==> config.mk <==
export PLATFORM = sky130hd
export DESIGN_NAME = pet_estado_fsm
export DESIGN_NICKNAME = d
export VERILOG_FILES = /design/src/rtl/pet_pkg.sv /design/src/rtl/pet_candidato.sv /design/src/rtl/pet_estado_fsm.sv
export SDC_FILE = /design/constraint.sdc
export NUM_CORES = 1
export LEC_CHECK = 0
export BUFFER_PORTS_ARGS = -buffer_cell sky130_fd_sc_hd__buf_4
export CAP_MARGIN = 20
export CORE_AREA = 2 2 56 58
export CTS_CLUSTER_SIZE = 12
export DETAILED_ROUTE_END_ITERATION = 10
export DIE_AREA = 0 0 58 60
export GPL_TIMING_DRIVEN = 0
export PLACE_DENSITY = 0.67
export RECOVER_POWER = 100
export SYNTH_ARGS = -nofsm -noshare
export SYNTH_HDL_FRONTEND = slang
export SYNTH_SLANG_ARGS = --single-unit
==> constraint.sdc <==
create_clock -name clk -period 2.15 [get_ports clk]
set_clock_uncertainty 0.1 [all_clocks]
set_input_delay 0.215 -clock clk [delete_from_list [all_inputs] [get_ports clk]]
set_output_delay 0.215 -clock clk [all_outputs]
set_load 0.005 [all_outputs]
==> src/rtl/pet_pkg.sv <==
// -----------------------------------------------------------------------------
// pet_pkg
// Shared definitions for the virtual-pet state logic and the display decoder.
//   - 3-bit state codes (FELIZ..MUERTO) plus the unused code 7
//   - level scale constants (NIVEL_VACIO / NIVEL_LLENO)
//   - default hysteresis and death-timeout parameters
//   - paso_test(): the manual step order used in test mode
// -----------------------------------------------------------------------------
package pet_pkg;

  localparam int ESTADO_W = 3;
  localparam int NIVEL_W  = 2;

  localparam logic [ESTADO_W-1:0] FELIZ      = 3'd0;
  localparam logic [ESTADO_W-1:0] NEUTRAL    = 3'd1;
  localparam logic [ESTADO_W-1:0] HAMBRIENTO = 3'd2;
  localparam logic [ESTADO_W-1:0] CANSADO    = 3'd3;
  localparam logic [ESTADO_W-1:0] TRISTE     = 3'd4;
  localparam logic [ESTADO_W-1:0] ENFERMO    = 3'd5;
  localparam logic [ESTADO_W-1:0] MUERTO     = 3'd6;
  // Never produced by the evaluator; also used as the "no previous candidate"
  // marker so the first evaluated edge always restarts the stability count.
  localparam logic [ESTADO_W-1:0] ESTADO_INV = 3'd7;

  localparam logic [NIVEL_W-1:0] NIVEL_VACIO = 2'd0;
  localparam logic [NIVEL_W-1:0] NIVEL_LLENO = 2'd3;

  localparam int STABLE_CYCLES_DEF = 4;
  localparam int MUERTE_TICKS_DEF  = 6;

  // Test-mode stepping: FELIZ -> NEUTRAL -> ... -> ENFERMO -> FELIZ.
  // MUERTO is never reached by stepping.
  function automatic logic [ESTADO_W-1:0] paso_test(input logic [ESTADO_W-1:0] e);
    logic [ESTADO_W-1:0] r;
    if (e >= ENFERMO) r = FELIZ;
    else              r = e + 3'd1;
    return r;
  endfunction

endpackage

==> src/rtl/pet_candidato.sv <==
// -----------------------------------------------------------------------------
// pet_candidato
// Purely combinational priority evaluator of the pet's candidate state.
// Ports:
//   nivel_animo/energia/descanso/medicina  in  2-bit need levels (3 = full)
//   candidato                              out 3-bit candidate state code
//   dos_vacios                             out two or more levels are empty
// Priority: medicina empty > energia empty > descanso empty > animo empty >
//           all levels >= 2 (FELIZ) > NEUTRAL.
// -----------------------------------------------------------------------------
module pet_candidato
  import pet_pkg::*;
(
  input  logic [NIVEL_W-1:0]  nivel_animo,
  input  logic [NIVEL_W-1:0]  nivel_energia,
  input  logic [NIVEL_W-1:0]  nivel_descanso,
  input  logic [NIVEL_W-1:0]  nivel_medicina,
  output logic [ESTADO_W-1:0] candidato,
  output logic                dos_vacios
);

  logic vacio_a;
  logic vacio_e;
  logic vacio_d;
  logic vacio_m;
  logic [2:0] n_vacios;

  always_comb begin
    vacio_a = (nivel_animo    == NIVEL_VACIO);
    vacio_e = (nivel_energia  == NIVEL_VACIO);
    vacio_d = (nivel_descanso == NIVEL_VACIO);
    vacio_m = (nivel_medicina == NIVEL_VACIO);

    n_vacios = {2'b00, vacio_a} + {2'b00, vacio_e} + {2'b00, vacio_d} + {2'b00, vacio_m};
    dos_vacios = (n_vacios >= 3'd2);

    candidato = NEUTRAL;
    if (vacio_m)      candidato = ENFERMO;
    else if (vacio_e) candidato = HAMBRIENTO;
    else if (vacio_d) candidato = CANSADO;
    else if (vacio_a) candidato = TRISTE;
    else if (nivel_animo[1] && nivel_energia[1] && nivel_descanso[1] && nivel_medicina[1])
      candidato = FELIZ;  // bit 1 set means level >= 2
  end

endmodule

==> src/rtl/pet_estado_fsm.sv <==
// -----------------------------------------------------------------------------
// pet_estado_fsm
// Pet mood/condition state machine: hysteresis-filtered state selection from
// the four need levels, a death timeout driven by the 5 s tick, registered
// feed/medicine enables, and manual state stepping in test mode.
// Parameters:
//   STABLE_CYCLES  consecutive edges a new candidate must persist (1..8)
//   MUERTE_TICKS   consecutive qualifying ticks before MUERTO
// Ports:
//   clk, reset (async, active-high)
//   nivel_animo/energia/descanso/medicina  2-bit need levels
//   tick_5seg        one-cycle pulse every 5 s
//   senal_test       test mode level
//   boton_test       one-cycle step pulse (test mode only)
//   estado           current state code (also the FSM state for observation)
//   cambio_estado    one-cycle pulse coincident with every new estado value
//   activo_comida    feeding enabled (energia not full and pet alive)
//   activo_medicina  medicine enabled (estado was ENFERMO)
//   muerto           sticky death flag
// Handshake note: there is no valid/ready traffic here; tick_5seg and
// boton_test are single-cycle strobes consumed on the edge that samples them.
// -----------------------------------------------------------------------------
module pet_estado_fsm
  import pet_pkg::*;
#(
  parameter int STABLE_CYCLES = STABLE_CYCLES_DEF,
  parameter int MUERTE_TICKS  = MUERTE_TICKS_DEF
) (
  input  logic                clk,
  input  logic                reset,
  input  logic [NIVEL_W-1:0]  nivel_animo,
  input  logic [NIVEL_W-1:0]  nivel_energia,
  input  logic [NIVEL_W-1:0]  nivel_descanso,
  input  logic [NIVEL_W-1:0]  nivel_medicina,
  input  logic                tick_5seg,
  input  logic                senal_test,
  input  logic                boton_test,
  output logic [ESTADO_W-1:0] estado,
  output logic                cambio_estado,
  output logic                activo_comida,
  output logic                activo_medicina,
  output logic                muerto
);

  localparam int MW = $clog2(MUERTE_TICKS + 1);
  localparam logic [2:0]    STABLE_LIM = 3'(STABLE_CYCLES - 1);
  localparam logic [MW-1:0] MUERTE_LIM = MW'(MUERTE_TICKS);

  // Candidate evaluation
  logic [ESTADO_W-1:0] candidato;
  logic                dos_vacios;

  pet_candidato u_candidato (
    .nivel_animo    (nivel_animo),
    .nivel_energia  (nivel_energia),
    .nivel_descanso (nivel_descanso),
    .nivel_medicina (nivel_medicina),
    .candidato      (candidato),
    .dos_vacios     (dos_vacios)
  );

  // State and counters
  logic [ESTADO_W-1:0] estado_q,    estado_d;
  logic [ESTADO_W-1:0] cand_prev_q, cand_prev_d;
  logic [2:0]          estab_q,     estab_d;
  logic [MW-1:0]       muerte_q,    muerte_d;

  // Registered outputs
  logic cambio_q,          cambio_d;
  logic activo_comida_q,   activo_comida_d;
  logic activo_medicina_q, activo_medicina_d;
  logic muerto_q,          muerto_d;

  // Intermediate next-state terms
  logic [2:0]    estab_sig;
  logic [MW-1:0] muerte_inc;
  logic          muere;

  // ---------------------------------------------------------------------------
  // State register
  // ---------------------------------------------------------------------------
  always_ff @(posedge clk or posedge reset) begin
    if (reset) begin
      estado_q          <= FELIZ;
      cand_prev_q       <= ESTADO_INV;
      estab_q           <= 3'd0;
      muerte_q          <= '0;
      cambio_q          <= 1'b0;
      activo_comida_q   <= 1'b0;
      activo_medicina_q <= 1'b0;
      muerto_q          <= 1'b0;
    end else begin
      estado_q          <= estado_d;
      cand_prev_q       <= cand_prev_d;
      estab_q           <= estab_d;
      muerte_q          <= muerte_d;
      cambio_q          <= cambio_d;
      activo_comida_q   <= activo_comida_d;
      activo_medicina_q <= activo_medicina_d;
      muerto_q          <= muerto_d;
    end
  end

  // ---------------------------------------------------------------------------
  // Next-state logic
  // ---------------------------------------------------------------------------
  always_comb begin
    estado_d    = estado_q;
    cand_prev_d = ESTADO_INV;  // outside normal evaluation, forget history
    estab_d     = 3'd0;
    muerte_d    = '0;
    estab_sig   = 3'd0;
    muerte_inc  = muerte_q + MW'(1);
    muere       = 1'b0;

    if (estado_q == ESTADO_INV) begin
      estado_d = FELIZ;
    end else if (estado_q == MUERTO) begin
      estado_d = MUERTO;  // absorbing until reset
    end else if (senal_test) begin
      // Levels and ticks ignored, counters held at 0.
      if (boton_test) estado_d = paso_test(estado_q);
    end else begin
      cand_prev_d = candidato;

      // Death timeout: only ticks advance or clear it.
      muerte_d = muerte_q;
      if (tick_5seg) begin
        if (dos_vacios) begin
          muerte_d = muerte_inc;
          muere    = (muerte_inc == MUERTE_LIM);
        end else begin
          muerte_d = '0;
        end
      end

      // Stability counter value this edge; a candidate seen on N consecutive
      // edges yields N-1 here, so reaching STABLE_LIM means it has persisted
      // STABLE_CYCLES edges.
      if ((candidato == estado_q) || (candidato != cand_prev_q)) estab_sig = 3'd0;
      else                                                       estab_sig = estab_q + 3'd1;

      if (muere) begin
        estado_d = MUERTO;
        muerte_d = '0;
      end else if ((candidato != estado_q) && (estab_sig == STABLE_LIM)) begin
        estado_d = candidato;
      end else begin
        estab_d = estab_sig;
      end
    end
  end

  // ---------------------------------------------------------------------------
  // Output logic (registered next cycle)
  // ---------------------------------------------------------------------------
  always_comb begin
    cambio_d          = (estado_d != estado_q);
    activo_comida_d   = (nivel_energia != NIVEL_LLENO) && (estado_q != MUERTO);
    activo_medicina_d = (estado_q == ENFERMO);
    muerto_d          = muerto_q || (estado_d == MUERTO);
  end

  assign estado          = estado_q;
  assign cambio_estado   = cambio_q;
  assign activo_comida   = activo_comida_q;
  assign activo_medicina = activo_medicina_q;
  assign muerto          = muerto_q;

endmodule

==> impl_metrics.py <==
metrics = {
    "sta": {
        "fin_crit_sh_pct": 107.3,
        "grt_setup_unrepaired": "yes",
        "fin_setup_tns_ns": -0.6055,
        "final-setup-viol-count": 7,
        "finalHoldViolCount": 1,
        "tightest_slew_ns": 0.6580,
        "max_slew_margin_pct": 56.08,
        "min_period_ns": 2.308,
        "drv_slew": 0,
        "setup_ws_ns": -0.1576,
        "fmax_mhz": 433.4,
        "fin_hold_ws_ns": -0.004281,
    },
    "floorplanning": {
        "initial_core_util_pct": 43.53,
        "io_pins": 20,
        "die_x_um": 58,
        "die_area_um2": 3480,
        "core_area_um2": 2903,
        "rows": 20,
        "die_y_um": 60,
    },
    "power": {
        "ir_drop_mv": 0.6367,
        "p_per_area_nw_per_um2": 917.2,
        "p_leak_nw": 0.7746,
    },
    "hold_path": {
        "min_path_type": "in2reg",
    },
    "clock_network": {
        "cts_tree": "yes",
        "clk_path_buf_depth": 2,
        "clock-sinks": 16,
        "clk-insertion-delay-late_ns": 0.30,
        "root_buffer": "clkbuf_4",
        "clk_pin_slew_ns": 0.11,
        "cts_made_buffers": 3,
        "htree_levels": 1,
    },
    "logic_synthesis": {
        "async_reset_ff_share_pct": 100.0,
        "synth_edf_count": 0,
        "synth_cell_type_count": 52,
        "ys.flop_type": "dfrtp_1",
        "syn-cell-area_um2": 1264,
        "synth.top_cells.by_area": "dfrtp_1, ha_1, dfstp_2, nand2_1, inv_1",
        "synth_cells": 148,
        "yosysSeqAreaShare_pct": 31.98,
        "netlist.area_leader.share_pct": 25.74,
        "yosys.area.top_type": "dfrtp_1",
        "synth_area_per_cell_um2": 8.539,
        "yosysWarnings": 0,
        "synth_fp_nets": 170,
        "ys_seq_elements": 16,
    },
    "worst_setup_path": {
        "cp_slowest_cell": "dfrtp_1",
        "path_class": "reg2reg",
        "path_common_cell": "o41ai_2",
        "path_max_fanout": 3,
        "path_delay_family": "compound AO/OA/AOI/OAI gates",
        "crit_start": "estab_q[0]$_DFF_PP0_",
        "cp.depth": 8,
        "r2r_slack_ns": -0.16,
        "reg2reg_to": "muerto$_DFF_PP0_",
        "critical_path_arrival_ns": 2.41,
        "cp-end-kind": "register",
        "cp.required_ns": 2.25,
        "r2r_cells": 8,
        "critical_path.endpoint": "muerto$_DFF_PP0_",
        "r2r-start": "estab_q[0]$_DFF_PP0_",
        "cp_slowest_stage_delay_ns": 0.39,
        "cp_num_buf_inv": 1,
        "path_cells": "ha_2, xnor2_2, nand2_1, or2_4, buf_4, o41ai_2, o211ai_1, o41ai_2",
        "worst_setup_path_start_kind": "register",
    },
    "route": {
        "vias": 1283,
        "dr.pass1.iters": 4,
        "drtIter0Drc": 54,
        "avgViaCountPerCell": 5.912,
        "wl_mm": 3.548,
        "ant_nets": 0,
        "wl_per_cell_um": 16.35,
        "drc": 0,
    },
    "final_layout": {
        "n_antenna_cell": 0,
        "drive_gt1_share_pct": 45.11,
        "synthToLayoutAreaGrowth_pct": 43.96,
        "fillCellCount": 245,
        "post-route-cell-area_um2": 1819,
        "fin_nets": 207,
        "final_util_pct": 62.67,
        "final_cells": 217,
    },
    "run_status": {
        "violations": "negative hold slack, negative setup slack",
        "status": "complete, but fails checks",
    },
    "global_route": {
        "met1_usage_pct": 27.04,
        "grt_busiest_layer": "met2",
        "grt_pass1_wl_mm": 5.761,
        "gr-usage-met3_pct": 2.381,
        "grt.total_usage_pct": 22.06,
        "grt_pass1_vias": 1277,
        "grt_max_degree": 17,
        "grt_antenna_before_repair": 0,
        "grtUsageMet2_pct": 38.15,
        "gr-total-overflow": 0,
    },
    "place": {
        "dp.cells": 199,
        "dpl-instance-area_um2": 1526,
        "hpwl_mm": 2.423,
        "place_congestion": 0.8873,
        "portBuffers": 18,
    },
    "job": {
        "maxCapViolCount": 0,
    },
}
-- synth_stat cells (2+ instances only) --
cell type  number
dfstp_2         3
o22ai_1         3
and2_2          2
ha_1            9
o31ai_1         3
dfrtp_1        13
o211ai_1        2
nand3_1         3
xnor2_1         2
nand2_1        17
inv_1          15
or2_2           4
a21oi_1         2
xor2_1          3
o21ai_0         8
nor2_1         12
nor2b_1         3
o2111a_1        2
nor3b_1         4
o41ai_1         2
nand4_1         4
a21o_1          2
-- placed cells by master (no fill, tap or decap), types with 4 or more instances in the layout --
master	instances
nand2_1	16
inv_1	10
buf_4	22
dfrtp_1	11
inv_2	4
or2_4	4
ha_4	4
buf_6	5
nor2_1	10
clkbuf_4	8
o21ai_0	7
nand4_1	4
-- report_power, final --
part | internal, mW | switching (mW)
Sequential | 0.367 | 0.0742
Clock | 0.103 | 0.112
Combinational | 0.475 | 0.537
Total | 0.945 | 0.723
-- flip-flops by register name (all words and copies together) (netlist names) --
register and cells:
cand_prev_q 3, estab_q 3, estado 3, muerte_q 3
activo_comida 1, activo_medicina 1, cambio_estado 1, muerto 1
-- cell families (layout without fill, tap and decap cells) --
logic type / after synthesis / after routing / synth area share (%)
AO/OA/AOI/OAI: 40 / 40 / 24.26
XOR/XNOR: 5 / 5 / 3.466
adder cells (fa/ha/maj): 9 / 9 / 8.911
buffers and inverters: 19 / 55 / 6.434
flip-flops: 16 / 16 / 31.98
AND/OR/NAND/NOR: 59 / 59 / 24.95
-- worst min path at each step --
stage                     start                      end  slack, ns  cells past startpoint
6_report       nivel_energia[1]  activo_comida$_DFF_PP0_     -0.004                      2
5_1_grt        nivel_energia[1]  activo_comida$_DFF_PP0_      0.001                      2
4_1_cts        nivel_energia[1]  activo_comida$_DFF_PP0_      0.002                      2
3_5_place_dp              reset         muerto$_DFF_PP0_       0.25                      2
3_3_place_gp              reset         muerto$_DFF_PP0_       0.22                      2
2_1_floorplan             reset  activo_comida$_DFF_PP0_       0.03                      1
-- per-stage QoR --
stage                     worst slack (ns)  power, mW
after global routing               -0.2889      1.789
after CTS                          -0.1434      1.557
after global placement             -0.4180      1.111
after detailed placement           -0.4241      1.144
final                              -0.1576      1.669
after floorplan                    -0.1441     0.9176
-- worst reg2reg max path: stages, from the launching register on --
cell	delay, ns
dfrtp_1	0.39
ha_2	0.18
xnor2_2	0.14
nand2_1	0.08
or2_4	0.26
buf_4	0.15
o41ai_2	0.35
o211ai_1	0.22
o41ai_2	0.34
-- per-layer routing --
metal	share of wire (%)	wire (µm)
met5	0	0
met4	3.2	114
met3	6.4	228
met2	50	1787
met1	40	1418
-- what timing repair did --
action / CTS / global route
setup buffers: 12 / 1
endpoints found under the setup margin: 8 / 8
endpoints found under the hold margin: 13 / 0
pin swaps: 13 / 12
resized for setup: 20 / 14
hold buffers: 1 / 0
gates cloned: 0 / 0
-- layout make-up --
type	instances	area (µm²)	share of cell area, %
Sequential cell	16	406.6	22.35
Inverter	15	58.81	3.232
Multi-Input combinational cell	113	994.7	54.68
Tap cell	33	41.29	2.270
Timing Repair Buffer	32	257.7	14.17
Clock buffer	4	36.28	1.995
Buffer	4	23.77	1.307
Power figures use the tool's default switching activity.
